**config.mk**
```make
export PLATFORM = sky130hd
export DESIGN_NAME = booth_mult_arbiter_flat
export DESIGN_NICKNAME = d
export VERILOG_FILES = /design/src/rtl/booth_pkg.sv /design/src/rtl/booth_mult_arbiter_if.sv /design/src/rtl/booth_mult_arbiter_rr.sv /design/src/rtl/booth_mult_arbiter.sv /design/src/flat_wrapper.sv
export SDC_FILE = /design/constraint.sdc
export NUM_CORES = 1
export LEC_CHECK = 0
export CAP_MARGIN = 20
export CORE_ASPECT_RATIO = 0.75
export CORE_MARGIN = 2
export CORE_UTILIZATION = 45
export DETAILED_ROUTE_END_ITERATION = 8
export PLACE_DENSITY = 0.87
export SLEW_MARGIN = 15
export SYNTH_ARGS = -nofsm -noshare
export SYNTH_HDL_FRONTEND = slang
export SYNTH_SLANG_ARGS = --single-unit
```
**constraint.sdc**
```tcl
create_clock -name clk -period 4.1 [get_ports clk]
set_clock_uncertainty 0.15 [all_clocks]
set_input_delay 0.82 -clock clk [delete_from_list [all_inputs] [get_ports clk]]
set_output_delay 0.82 -clock clk [all_outputs]
set_load 0.03 [all_outputs]
```
**src/rtl/booth_pkg.sv**
```systemverilog
// Shared types and constants for the Booth multiplier arbiter.
package booth_pkg;
  localparam int W_DEF  = 16;
  localparam int PROD_W = 2 * W_DEF;

  typedef enum logic [2:0] {
    S_FLUSH, S_IDLE, S_LOAD_M, S_WAIT_LDQ, S_RUN, S_RESP
  } state_t;

  function automatic int prod_width(input int w);
    return 2 * w;
  endfunction
endpackage

```
**src/rtl/booth_mult_arbiter_if.sv**
```systemverilog
// Requester, multiplier and response bus of the Booth multiplier arbiter.
interface booth_mult_arbiter_if
  import booth_pkg::*;
#(
  parameter int NREQ = 4,
  parameter int W    = W_DEF
);
  localparam int IDW = $clog2(NREQ);

  logic [NREQ-1:0]   req_valid;
  logic [NREQ*W-1:0] req_a;
  logic [NREQ*W-1:0] req_b;
  logic [NREQ-1:0]   req_ready;
  logic              mul_start;
  logic [W-1:0]      mul_data;
  logic              mul_ldq;
  logic              mul_done;
  logic [2*W-1:0]    mul_product;
  logic              rsp_valid;
  logic [IDW-1:0]    rsp_id;
  logic [2*W-1:0]    rsp_product;
  logic              rsp_err;
  logic              rsp_ready;

  modport slave (
    input  req_valid, req_a, req_b, mul_ldq, mul_done, mul_product, rsp_ready,
    output req_ready, mul_start, mul_data, rsp_valid, rsp_id, rsp_product, rsp_err
  );

  modport master (
    output req_valid, req_a, req_b, mul_ldq, mul_done, mul_product, rsp_ready,
    input  req_ready, mul_start, mul_data, rsp_valid, rsp_id, rsp_product, rsp_err
  );
endinterface

```
**src/rtl/booth_mult_arbiter_rr.sv**
```systemverilog
// Round-robin arbiter: priority starts one past the last granted requester.
module rr_arbiter #(
  parameter int NREQ = 4,
  parameter int IDW  = $clog2(NREQ)
) (
  input  logic            clk,
  input  logic            rst,
  input  logic [NREQ-1:0] req,
  input  logic            update,
  output logic [NREQ-1:0] grant,
  output logic [IDW-1:0]  idx
);
  logic [IDW-1:0] last_grant;
  logic [IDW-1:0] cand;
  logic           found;

  always_comb begin
    grant = '0;
    idx   = '0;
    found = 1'b0;
    cand  = '0;
    for (int i = 1; i <= NREQ; i++) begin
      cand = IDW'((int'(last_grant) + i) % NREQ);
      if (!found && req[cand]) begin
        found       = 1'b1;
        grant[cand] = 1'b1;
        idx         = cand;
      end
    end
  end

  // Reset value NREQ-1 makes requester 0 the first winner.
  always_ff @(posedge clk or posedge rst)
    if (rst)         last_grant <= IDW'(NREQ - 1);
    else if (update) last_grant <= idx;
endmodule

```
**src/rtl/booth_mult_arbiter.sv**
```systemverilog
// Shares one serial-load Booth multiplier among NREQ requesters, one job at a time.
// Optional watchdog: define BOOTH_ARB_TIMEOUT_EN.
module booth_mult_arbiter
  import booth_pkg::*;
#(
  parameter int NREQ         = 4,
  parameter int W            = W_DEF,
  parameter int FLUSH_CYCLES = 2*W + 4,
  parameter int TIMEOUT      = 4*W
) (
  input logic                 clk,
  input logic                 rst,
  booth_mult_arbiter_if.slave bus
);
  localparam int IDW = $clog2(NREQ);
  localparam int PW  = prod_width(W);
  localparam int CW  = $clog2(FLUSH_CYCLES + TIMEOUT + 1);

  state_t          state;
  logic [W-1:0]    op_a, op_b;
  logic [IDW-1:0]  id_r;
  logic [CW-1:0]   cnt;
  logic            start_r, rsp_vld_r;
  logic [PW-1:0]   prod_r;
  logic [W-1:0]    data;
  logic [NREQ-1:0] grant;
  logic [IDW-1:0]  gidx;
  logic            take;

  assign take = (state == S_IDLE) && (|bus.req_valid);

  rr_arbiter #(.NREQ(NREQ), .IDW(IDW)) u_rr (
    .clk    (clk),
    .rst    (rst),
    .req    (bus.req_valid),
    .update (take),
    .grant  (grant),
    .idx    (gidx)
  );

  assign bus.req_ready   = take ? grant : '0;
  assign bus.mul_start   = start_r;
  assign bus.mul_data    = data;
  assign bus.rsp_valid   = rsp_vld_r;
  assign bus.rsp_id      = id_r;
  assign bus.rsp_product = prod_r;

  // B must reach the bus in the same cycle the multiplier raises ldq.
  always_comb begin
    data = '0;
    case (state)
      S_LOAD_M:   data = op_a;
      S_WAIT_LDQ: data = bus.mul_ldq ? op_b : op_a;
      S_RUN:      data = op_b;
      default:    data = '0;
    endcase
  end

`ifdef BOOTH_ARB_TIMEOUT_EN
  logic err_r;
  logic wd_hit;
  assign wd_hit      = (cnt == CW'(TIMEOUT - 1));
  assign bus.rsp_err = err_r;
`else
  assign bus.rsp_err = 1'b0;
`endif

  always_ff @(posedge clk or posedge rst) begin
    if (rst) begin
      state     <= S_FLUSH;
      cnt       <= '0;
      op_a      <= '0;
      op_b      <= '0;
      id_r      <= '0;
      start_r   <= 1'b0;
      rsp_vld_r <= 1'b0;
      prod_r    <= '0;
`ifdef BOOTH_ARB_TIMEOUT_EN
      err_r     <= 1'b0;
`endif
    end else begin
      case (state)
        // The multiplier itself is not reset; let any stale job run out.
        S_FLUSH:
          if (cnt == CW'(FLUSH_CYCLES - 1)) begin
            cnt   <= '0;
            state <= S_IDLE;
          end else begin
            cnt <= cnt + 1'b1;
          end
        S_IDLE:
          if (take) begin
            op_a    <= bus.req_a[gidx*W +: W];
            op_b    <= bus.req_b[gidx*W +: W];
            id_r    <= gidx;
            start_r <= 1'b1;
            state   <= S_LOAD_M;
          end
        S_LOAD_M: begin
          start_r <= 1'b0;
          cnt     <= '0;
          state   <= S_WAIT_LDQ;
        end
        S_WAIT_LDQ: begin
`ifdef BOOTH_ARB_TIMEOUT_EN
          cnt <= cnt + 1'b1;
          if (wd_hit) begin
            rsp_vld_r <= 1'b1;
            prod_r    <= '0;
            err_r     <= 1'b1;
            state     <= S_RESP;
          end else if (bus.mul_ldq) begin
            state <= S_RUN;
          end
`else
          if (bus.mul_ldq) state <= S_RUN;
`endif
        end
        S_RUN: begin
          if (bus.mul_done) begin
            prod_r    <= bus.mul_product;
            rsp_vld_r <= 1'b1;
            state     <= S_RESP;
          end
`ifdef BOOTH_ARB_TIMEOUT_EN
          else if (wd_hit) begin
            rsp_vld_r <= 1'b1;
            prod_r    <= '0;
            err_r     <= 1'b1;
            state     <= S_RESP;
          end
          cnt <= cnt + 1'b1;
`endif
        end
        S_RESP:
          if (bus.rsp_ready) begin
            rsp_vld_r <= 1'b0;
`ifdef BOOTH_ARB_TIMEOUT_EN
            // A hung multiplier needs draining before it is trusted again.
            if (err_r) begin
              err_r <= 1'b0;
              cnt   <= '0;
              state <= S_FLUSH;
            end else begin
              state <= S_IDLE;
            end
`else
            state <= S_IDLE;
`endif
          end
        default: state <= S_FLUSH;
      endcase
    end
  end
endmodule

```
**src/flat_wrapper.sv**
```systemverilog
// flat-port wrapper written by rule: the top's interface ports become plain ports
module booth_mult_arbiter_flat import booth_pkg::*;
#(
  parameter int NREQ         = 4,
  parameter int W            = W_DEF,
  parameter int FLUSH_CYCLES = 2*W + 4,
  parameter int TIMEOUT      = 4*W
)
  (clk, rst, bus_req_valid, bus_req_a, bus_req_b, bus_mul_ldq, bus_mul_done, bus_mul_product, bus_rsp_ready, bus_req_ready, bus_mul_start, bus_mul_data, bus_rsp_valid, bus_rsp_id, bus_rsp_product, bus_rsp_err);
  booth_mult_arbiter_if #(.NREQ(NREQ), .W(W)) bus_i ();
  input logic clk;
  input logic rst;
  input wire logic [$bits(bus_i.req_valid)-1:0] bus_req_valid;
  input wire logic [$bits(bus_i.req_a)-1:0] bus_req_a;
  input wire logic [$bits(bus_i.req_b)-1:0] bus_req_b;
  input wire logic [$bits(bus_i.mul_ldq)-1:0] bus_mul_ldq;
  input wire logic [$bits(bus_i.mul_done)-1:0] bus_mul_done;
  input wire logic [$bits(bus_i.mul_product)-1:0] bus_mul_product;
  input wire logic [$bits(bus_i.rsp_ready)-1:0] bus_rsp_ready;
  output wire logic [$bits(bus_i.req_ready)-1:0] bus_req_ready;
  output wire logic [$bits(bus_i.mul_start)-1:0] bus_mul_start;
  output wire logic [$bits(bus_i.mul_data)-1:0] bus_mul_data;
  output wire logic [$bits(bus_i.rsp_valid)-1:0] bus_rsp_valid;
  output wire logic [$bits(bus_i.rsp_id)-1:0] bus_rsp_id;
  output wire logic [$bits(bus_i.rsp_product)-1:0] bus_rsp_product;
  output wire logic [$bits(bus_i.rsp_err)-1:0] bus_rsp_err;
  assign bus_i.req_valid = bus_req_valid;
  assign bus_i.req_a = bus_req_a;
  assign bus_i.req_b = bus_req_b;
  assign bus_i.mul_ldq = bus_mul_ldq;
  assign bus_i.mul_done = bus_mul_done;
  assign bus_i.mul_product = bus_mul_product;
  assign bus_i.rsp_ready = bus_rsp_ready;
  assign bus_req_ready = bus_i.req_ready;
  assign bus_mul_start = bus_i.mul_start;
  assign bus_mul_data = bus_i.mul_data;
  assign bus_rsp_valid = bus_i.rsp_valid;
  assign bus_rsp_id = bus_i.rsp_id;
  assign bus_rsp_product = bus_i.rsp_product;
  assign bus_rsp_err = bus_i.rsp_err;
  booth_mult_arbiter #(.NREQ(NREQ), .W(W), .FLUSH_CYCLES(FLUSH_CYCLES), .TIMEOUT(TIMEOUT)) u_core (.clk(clk), .rst(rst), .bus(bus_i));
endmodule
```
* Word level (Yosys, flattened, before mapping)
Cells that the tools add are included. Widths: inputs -> output; s select.
Word-level totals: output and inout bits 57, logic and storage cells 102, register bits 80, input bits 169
Operators by class: shifts and indexed selects 2, reductions and logical operators 21, equality and inequality tests 11, add/subtract/negate cells 5, bitwise logic cells 3, mux-type cells 43, $lt $le $gt $ge 8
Operators with widths (number):
- $shiftx 64x7->16 | 2
- $pmux 16 s3 | 1
- $mux 4 | 5
- $pmux 3 s6 | 1
- $mux 16 | 1
- $mux 3 | 5
- $mux 1 | 14
- $pmux 7 s2 | 1
- $lt 2x3->1 const B | 4
- $or 4x4->4 | 3
- $bmux 1 s2 | 4
- $demux 1 s2 | 4
- $ge 2x1->1 const B | 4
- $logic_and 1x1->1 | 8
- $mux 2 | 4
- $add 7x1->7 const B | 1
- $eq 7x6->1 const B | 1
- $mux 7 | 1
- $eq 3x2->1 const B | 2
- $eq 3x3->1 const B | 2
- $ne 2x2->1 const B | 3
- $reduce_and 2->1 | 3
- $reduce_bool 2->1 | 3
- $reduce_and 5->1 | 1
- 9 further kinds | 15

* Logic depth before layout (Yosys ltp)
word-level depth 14, gate-level depth with buffers 11

* Modules after synthesis
Synthesis repeated with hierarchy kept, for this count alone.
Unflattened totals: cell total of the unflattened synthesis 355, area, all modules 4838.4 um^2
By module, submodules not included:
- booth_mult_arbiter | instances 1, area each 4270.3 um^2, cells an instance 288
- rr_arbiter | instances 1, area each 568.0 um^2, cells an instance 67

* Worst setup path after synthesis
OpenSTA, ideal clock, no wires.
kind register to output, start register u_core.u_rr.last_grant[0], end output bus_req_ready[1], stages on the path, launching flop included 9, arrival 2.711 ns, setup slack 0.419 ns, data required time 3.130 ns, path through dfstp_2 > buf_6 > clkinv_1 > ha_1 > mux2i_4 > buf_2 > buf_2 > o21ai_0 > a21oi_1
On the way: word-level cells in the longest chain between the ends 14
Ends and longest elaborated chain:
- from (decl) | RTL line booth_mult_arbiter_rr.sv:13 | logic [IDW-1:0] last_grant;
- from (signal assigned) | RTL line booth_mult_arbiter_rr.sv:34 | if (rst) last_grant <= IDW'(NREQ - 1);
- from (signal assigned) | RTL line booth_mult_arbiter_rr.sv:35 | else if (update) last_grant <= idx;
- parallel branches: the longest is 12 deep, another holds $lt 2x3->1
- $mux 4 * | RTL line booth_mult_arbiter_rr.sv:24 | if (!found && req[cand]) begin
- $mux 4 * | RTL line booth_mult_arbiter.sv:41 | assign bus.req_ready = take ? grant : '0;
- to (decl) | RTL line flat_wrapper.sv:20 | output wire logic [$bits(bus_i.req_ready)-1:0] bus_req_ready;
Mark *: on every way between the ends. The select of a mux whose other input is x is not followed.

==> impl_results.html <==
<table>
<tr><th>Metric</th><th>Value</th></tr>
<tr><th colspan="2">Placed design</th></tr>
<tr><td>Setup slack at placement</td><td>27.3 ps</td></tr>
<tr><td>Count of port buffers added during placement</td><td>224</td></tr>
<tr><td>GP Congestion</td><td>0.878</td></tr>
<tr><td>Dpl hpwl</td><td>15,000 µm</td></tr>
<tr><td>Total cell area at the placement stage</td><td>8320 µm²</td></tr>
<tr><td>Cell count after placement</td><td>1,031</td></tr>
<tr><th colspan="2">Synth</th></tr>
<tr><td>Ranking of synthesized cells by area</td><td>sky130_fd_sc_hd__dfrtp_1, sky130_fd_sc_hd__a21boi_0, sky130_fd_sc_hd__o211ai_1</td></tr>
<tr><td>Proportion of register bits with asynchronous set or reset after synthesis</td><td>100%</td></tr>
<tr><td>Synth Area in Simple Gates</td><td>10.2%</td></tr>
<tr><td>Sequential fraction of the synthesis area</td><td>33.4%</td></tr>
<tr><td>Primary FF master, synth</td><td>sky130_fd_sc_hd__dfrtp_1</td></tr>
<tr><td>Mux cell area share after synthesis</td><td>8.02%</td></tr>
<tr><td>Yosys warnings</td><td>0</td></tr>
<tr><td>Fraction of the mapped netlist area in compound gates</td><td>40.4%</td></tr>
<tr><td>Arithmetic-cell share of the synthesized area counting full adders, half adders and majority gates</td><td>1.87%</td></tr>
<tr><td>Total standard cell area after synthesis</td><td>6010 µm²</td></tr>
<tr><td>Share of Yosys cell area claimed by the top area cell type</td><td>32.5%</td></tr>
<tr><td>Post-synthesis sequential element count</td><td>80</td></tr>
<tr><td>Combinational family with the most area after synthesis</td><td>compound AO/OA/AOI/OAI gates</td></tr>
<tr><td>Number of distinct library cells after synthesis</td><td>59</td></tr>
<tr><td>Share of the synthesized netlist area taken by xor and xnor gates</td><td>0.146%</td></tr>
<tr><td>Average size of a mapped cell</td><td>8.75 µm²</td></tr>
<tr><td>Post-synthesis cell count</td><td>687</td></tr>
<tr><td>Synthesized Nets</td><td>865</td></tr>
<tr><td>Number of flops mapped to enable cells by yosys</td><td>0</td></tr>
<tr><td>Largest area contributor in the netlist</td><td>sky130_fd_sc_hd__dfrtp_1</td></tr>
<tr><th colspan="2">Timing</th></tr>
<tr><td>Setup TNS</td><td>0 ps</td></tr>
<tr><td>Relative slew margins</td><td>47.9%</td></tr>
<tr><td>RSZ-0062 raised after global routing</td><td>no</td></tr>
<tr><td>Final period utilization</td><td>94.4%</td></tr>
<tr><td>Number of hold violations in the final report</td><td>0</td></tr>
<tr><td>Setup-failing EPs final</td><td>0</td></tr>
<tr><td>Worst-Margin Slew</td><td>780 ps</td></tr>
<tr><td>Hold Worst Slack</td><td>342 ps</td></tr>
<tr><td>Minimum period implied by the final worst setup slack</td><td>3870 ps</td></tr>
<tr><td>Count of pins over their slew limit</td><td>0</td></tr>
<tr><td>Worst Slack Setup Final</td><td>230 ps</td></tr>
<tr><td>Maximum frequency from static timing analysis</td><td>258 MHz</td></tr>
<tr><th colspan="2">Global routing</th></tr>
<tr><td>Number of global-route vias before repair</td><td>6,297</td></tr>
<tr><td>Total routing resource utilization after global routing</td><td>29.8%</td></tr>
<tr><td>Maximum number of pins on one net before global-route repair</td><td>63</td></tr>
<tr><td>Antenna violations before repair</td><td>0</td></tr>
<tr><td>Residual overflow from global routing</td><td>0</td></tr>
<tr><td>Wire length of the first global-routing pass</td><td>33,800 µm</td></tr>
<tr><th colspan="2">Run status</th></tr>
<tr><td>Status</td><td>completed</td></tr>
<tr><th colspan="2">Die</th></tr>
<tr><td>Placeable Area</td><td>13,000 µm²</td></tr>
<tr><td>Die height</td><td>104 µm</td></tr>
<tr><td>Num ports</td><td>226</td></tr>
<tr><td>DIE WIDTH</td><td>137 µm</td></tr>
<tr><td>Die Area</td><td>14,300 µm²</td></tr>
<tr><td>Initial cell density of the core</td><td>46.2%</td></tr>
<tr><td>Number of standard-cell rows in the floorplan</td><td>36</td></tr>
<tr><th colspan="2">Setup path</th></tr>
<tr><td>Required @ worst endpoint</td><td>3130 ps</td></tr>
<tr><td>Crit path kind</td><td>input port to output pin</td></tr>
<tr><td>Highest net fanout along the worst path</td><td>15</td></tr>
<tr><td>Crit end category</td><td>output pin</td></tr>
<tr><td>Category of the worst setup path launch point</td><td>input port</td></tr>
<tr><td>R2R Setup Slk</td><td>850 ps</td></tr>
<tr><td>Endpoint arrival time on the critical path</td><td>2900 ps</td></tr>
<tr><th colspan="2">Cells and area</th></tr>
<tr><td>Area added between synthesis and finish</td><td>44.0%</td></tr>
<tr><td>Net count reported at finish</td><td>1,049</td></tr>
<tr><td>Utilization of the core after routing</td><td>66.5%</td></tr>
<tr><td>Number of diodes</td><td>0</td></tr>
<tr><td>Post-route standard cell area excluding fillers</td><td>8650 µm²</td></tr>
<tr><td>Non-filler cells, final</td><td>1,047</td></tr>
<tr><td>Fraction of final layout cells with drive strength greater than 1</td><td>12.9%</td></tr>
<tr><th colspan="2">Clocking</th></tr>
<tr><td>Post-CTS Hold Fix Bufs</td><td>0</td></tr>
<tr><td>Clock Sink Count</td><td>80</td></tr>
<tr><td>Post-CTS Resized</td><td>0</td></tr>
<tr><td>Number of buffers inserted to repair setup after CTS</td><td>0</td></tr>
<tr><td>CTS Buf Count</td><td>9</td></tr>
<tr><td>Clock tree from TritonCTS</td><td>done</td></tr>
<tr><td>Clock latency of the later-clocked register in the worst-skew pair</td><td>330 ps</td></tr>
<tr><td>Root buffer selected by CTS</td><td>sky130_fd_sc_hd__clkbuf_16</td></tr>
<tr><td>H-Tree Depth</td><td>3</td></tr>
<tr><td>Clk slew on worst S/H paths</td><td>60 ps</td></tr>
<tr><td>Number of buffers on the longest clock path</td><td>2</td></tr>
<tr><th colspan="2">Drt</th></tr>
<tr><td>Drt total wl</td><td>21,600 µm</td></tr>
<tr><td>Avg WL per Cell</td><td>20.6 µm</td></tr>
<tr><td>Number of DRC violations after detailed-routing iteration 0</td><td>592</td></tr>
<tr><td>DR pass1 iterations</td><td>5</td></tr>
<tr><td>Avg Vias per Cell</td><td>6.29</td></tr>
<tr><td>Final routed DRC violation total</td><td>0</td></tr>
<tr><td>Total number of vias</td><td>6,584</td></tr>
<tr><td>Post-DRT Antenna Nets</td><td>0</td></tr>
<tr><th colspan="2">Power and ir drop</th></tr>
<tr><td>Share of power burned in registers</td><td>20.1%</td></tr>
<tr><td>Switching power</td><td>3.67 mW</td></tr>
<tr><td>Worst-case vdd ir drop</td><td>0.638 mV</td></tr>
<tr><td>Combinational share of power</td><td>67.7%</td></tr>
<tr><td>Switching share of power</td><td>49.0%</td></tr>
<tr><td>Power per Cell Area</td><td>866 nW/µm²</td></tr>
<tr><td>Leakage power</td><td>3.41 nW</td></tr>
<tr><td>Post-route total power</td><td>7.49 mW</td></tr>
<tr><td>Internal power component</td><td>3.82 mW</td></tr>
<tr><td>Clock share of power</td><td>12.2%</td></tr>
<tr><th colspan="2">Min path</th></tr>
<tr><td>Kind of path behind the tightest hold check</td><td>flop to flop</td></tr>
<tr><th colspan="2">Run</th></tr>
<tr><td>Max-cap violations</td><td>0</td></tr>
</table>
[area by class of cell]
| class | instances | area, µm² |
|---|---|---|
| fill | 1028 | 4360 |
| multi-input combinational | 528 | 3670 |
| sequential | 80 | 2000 |
| clock buffer | 9 | 225 |
| tap | 171 | 214 |
| timing repair buffer | 246 | 2410 |
| clock inverter | 7 | 106 |
| inverter | 6 | 23.8 |
[metal layers]
metal	share of wire, %	track usage (%)
met4	2.4	8.69
met1	40	38.8
met3	11	7.75
met5	0	0
met2	46	48.5
[Yosys cell counts, types with 2 or more instances]
cell type,number
sky130_fd_sc_hd__a22oi_1,2
sky130_fd_sc_hd__a21oi_1,39
sky130_fd_sc_hd__ha_1,9
sky130_fd_sc_hd__dfrtp_1,78
sky130_fd_sc_hd__a211oi_1,2
sky130_fd_sc_hd__o32a_1,31
sky130_fd_sc_hd__inv_1,5
sky130_fd_sc_hd__nand3_1,2
sky130_fd_sc_hd__buf_2,23
sky130_fd_sc_hd__buf_1,7
sky130_fd_sc_hd__and3_1,5
sky130_fd_sc_hd__a22o_1,15
sky130_fd_sc_hd__mux4_2,2
sky130_fd_sc_hd__o211ai_1,62
sky130_fd_sc_hd__nor3_1,2
sky130_fd_sc_hd__nor2_1,42
sky130_fd_sc_hd__a21boi_0,62
sky130_fd_sc_hd__o21ai_0,46
sky130_fd_sc_hd__nand2b_1,8
sky130_fd_sc_hd__or2_2,2
sky130_fd_sc_hd__mux2_2,35
sky130_fd_sc_hd__o31ai_1,2
sky130_fd_sc_hd__buf_4,6
sky130_fd_sc_hd__dfstp_2,2
sky130_fd_sc_hd__mux2i_1,2
sky130_fd_sc_hd__o22ai_1,3
sky130_fd_sc_hd__a221o_1,5
sky130_fd_sc_hd__clkbuf_1,36
sky130_fd_sc_hd__a31oi_1,64
sky130_fd_sc_hd__nand2_1,54
sky130_fd_sc_hd__nor2b_1,5
sky130_fd_sc_hd__a32o_1,2
[cell families (layout without fill, tap and decap cells)]
| kind of cell | count (synthesis) | after routing |
|---|---|---|
| AO/OA/AOI/OAI | 346 | 346 |
| XOR/XNOR | 1 | 1 |
| adder cells (fa/ha/maj) | 9 | 9 |
| buffers and inverters | 79 | 268 |
| flip-flops | 80 | 80 |
| multiplexers | 40 | 40 |
| other | 1 | 1 |
| AND/OR/NAND/NOR | 131 | 131 |
[layout by cell type, fill, tap and decap left out, types with 3 or more instances in the layout]
cell	count
sky130_fd_sc_hd__a221o_1	5
sky130_fd_sc_hd__inv_1	4
sky130_fd_sc_hd__buf_12	4
sky130_fd_sc_hd__clkdlybuf4s50_1	204
sky130_fd_sc_hd__ha_1	9
sky130_fd_sc_hd__o32a_1	31
sky130_fd_sc_hd__a21boi_0	62
sky130_fd_sc_hd__o22ai_1	3
sky130_fd_sc_hd__nand2b_1	7
sky130_fd_sc_hd__a31oi_1	64
sky130_fd_sc_hd__a21oi_1	39
sky130_fd_sc_hd__nand2_1	53
sky130_fd_sc_hd__a22o_1	15
sky130_fd_sc_hd__o21ai_0	46
sky130_fd_sc_hd__dfrtp_1	78
sky130_fd_sc_hd__buf_4	38
sky130_fd_sc_hd__and3_1	5
sky130_fd_sc_hd__o211ai_1	62
sky130_fd_sc_hd__nor2_1	42
sky130_fd_sc_hd__clkbuf_16	9
sky130_fd_sc_hd__mux2_2	35
sky130_fd_sc_hd__inv_6	4
sky130_fd_sc_hd__nor2b_1	5
[worst paths after layout]
kind	end	depth (start not counted)	start
hold / removal	u_core.bus.rsp_id[0]	2	u_core.bus.rsp_id[0]
min in group asynchronous	u_core.state[0]	2	rst
hold reg to reg	u_core.bus.rsp_id[0]	2	u_core.bus.rsp_id[0]
setup reg to reg	u_core.op_a[6]	9	u_core.u_rr.last_grant[0]
setup / recovery	bus_mul_data[1]	7	bus_req_valid[0]
max in group asynchronous	u_core.bus.rsp_product[24]	3	rst
[state kept, by name (all words and copies together), names as in the netlist, 2 cells and up]
register,cells
u_core.u_rr.last_grant,2
u_core.op_a,16
u_core.state,3
u_core.bus.rsp_product,32
u_core.bus.rsp_id,2
u_core.cnt,7
u_core.op_b,16
[critical path: stages]
cell                              delay (ps)
sky130_fd_sc_hd__clkdlybuf4s50_1         530
sky130_fd_sc_hd__nor4_2                  350
sky130_fd_sc_hd__a21oi_1                 100
sky130_fd_sc_hd__and3_1                  240
sky130_fd_sc_hd__a32o_2                  430
sky130_fd_sc_hd__a22o_1                  250
sky130_fd_sc_hd__buf_4                   170
[power by group through the flow]
stage	Combinational [mW]	Sequential, mW	Clock (mW)
final	5.07	1.50	0.913
after global routing	5.47	1.55	0.953
after CTS	5.02	1.50	0.929
after detailed placement	4.97	1.51	0
after global placement	4.90	1.50	0
after floorplan	3.22	1.69	0
(Power assumes the default switching activity.)
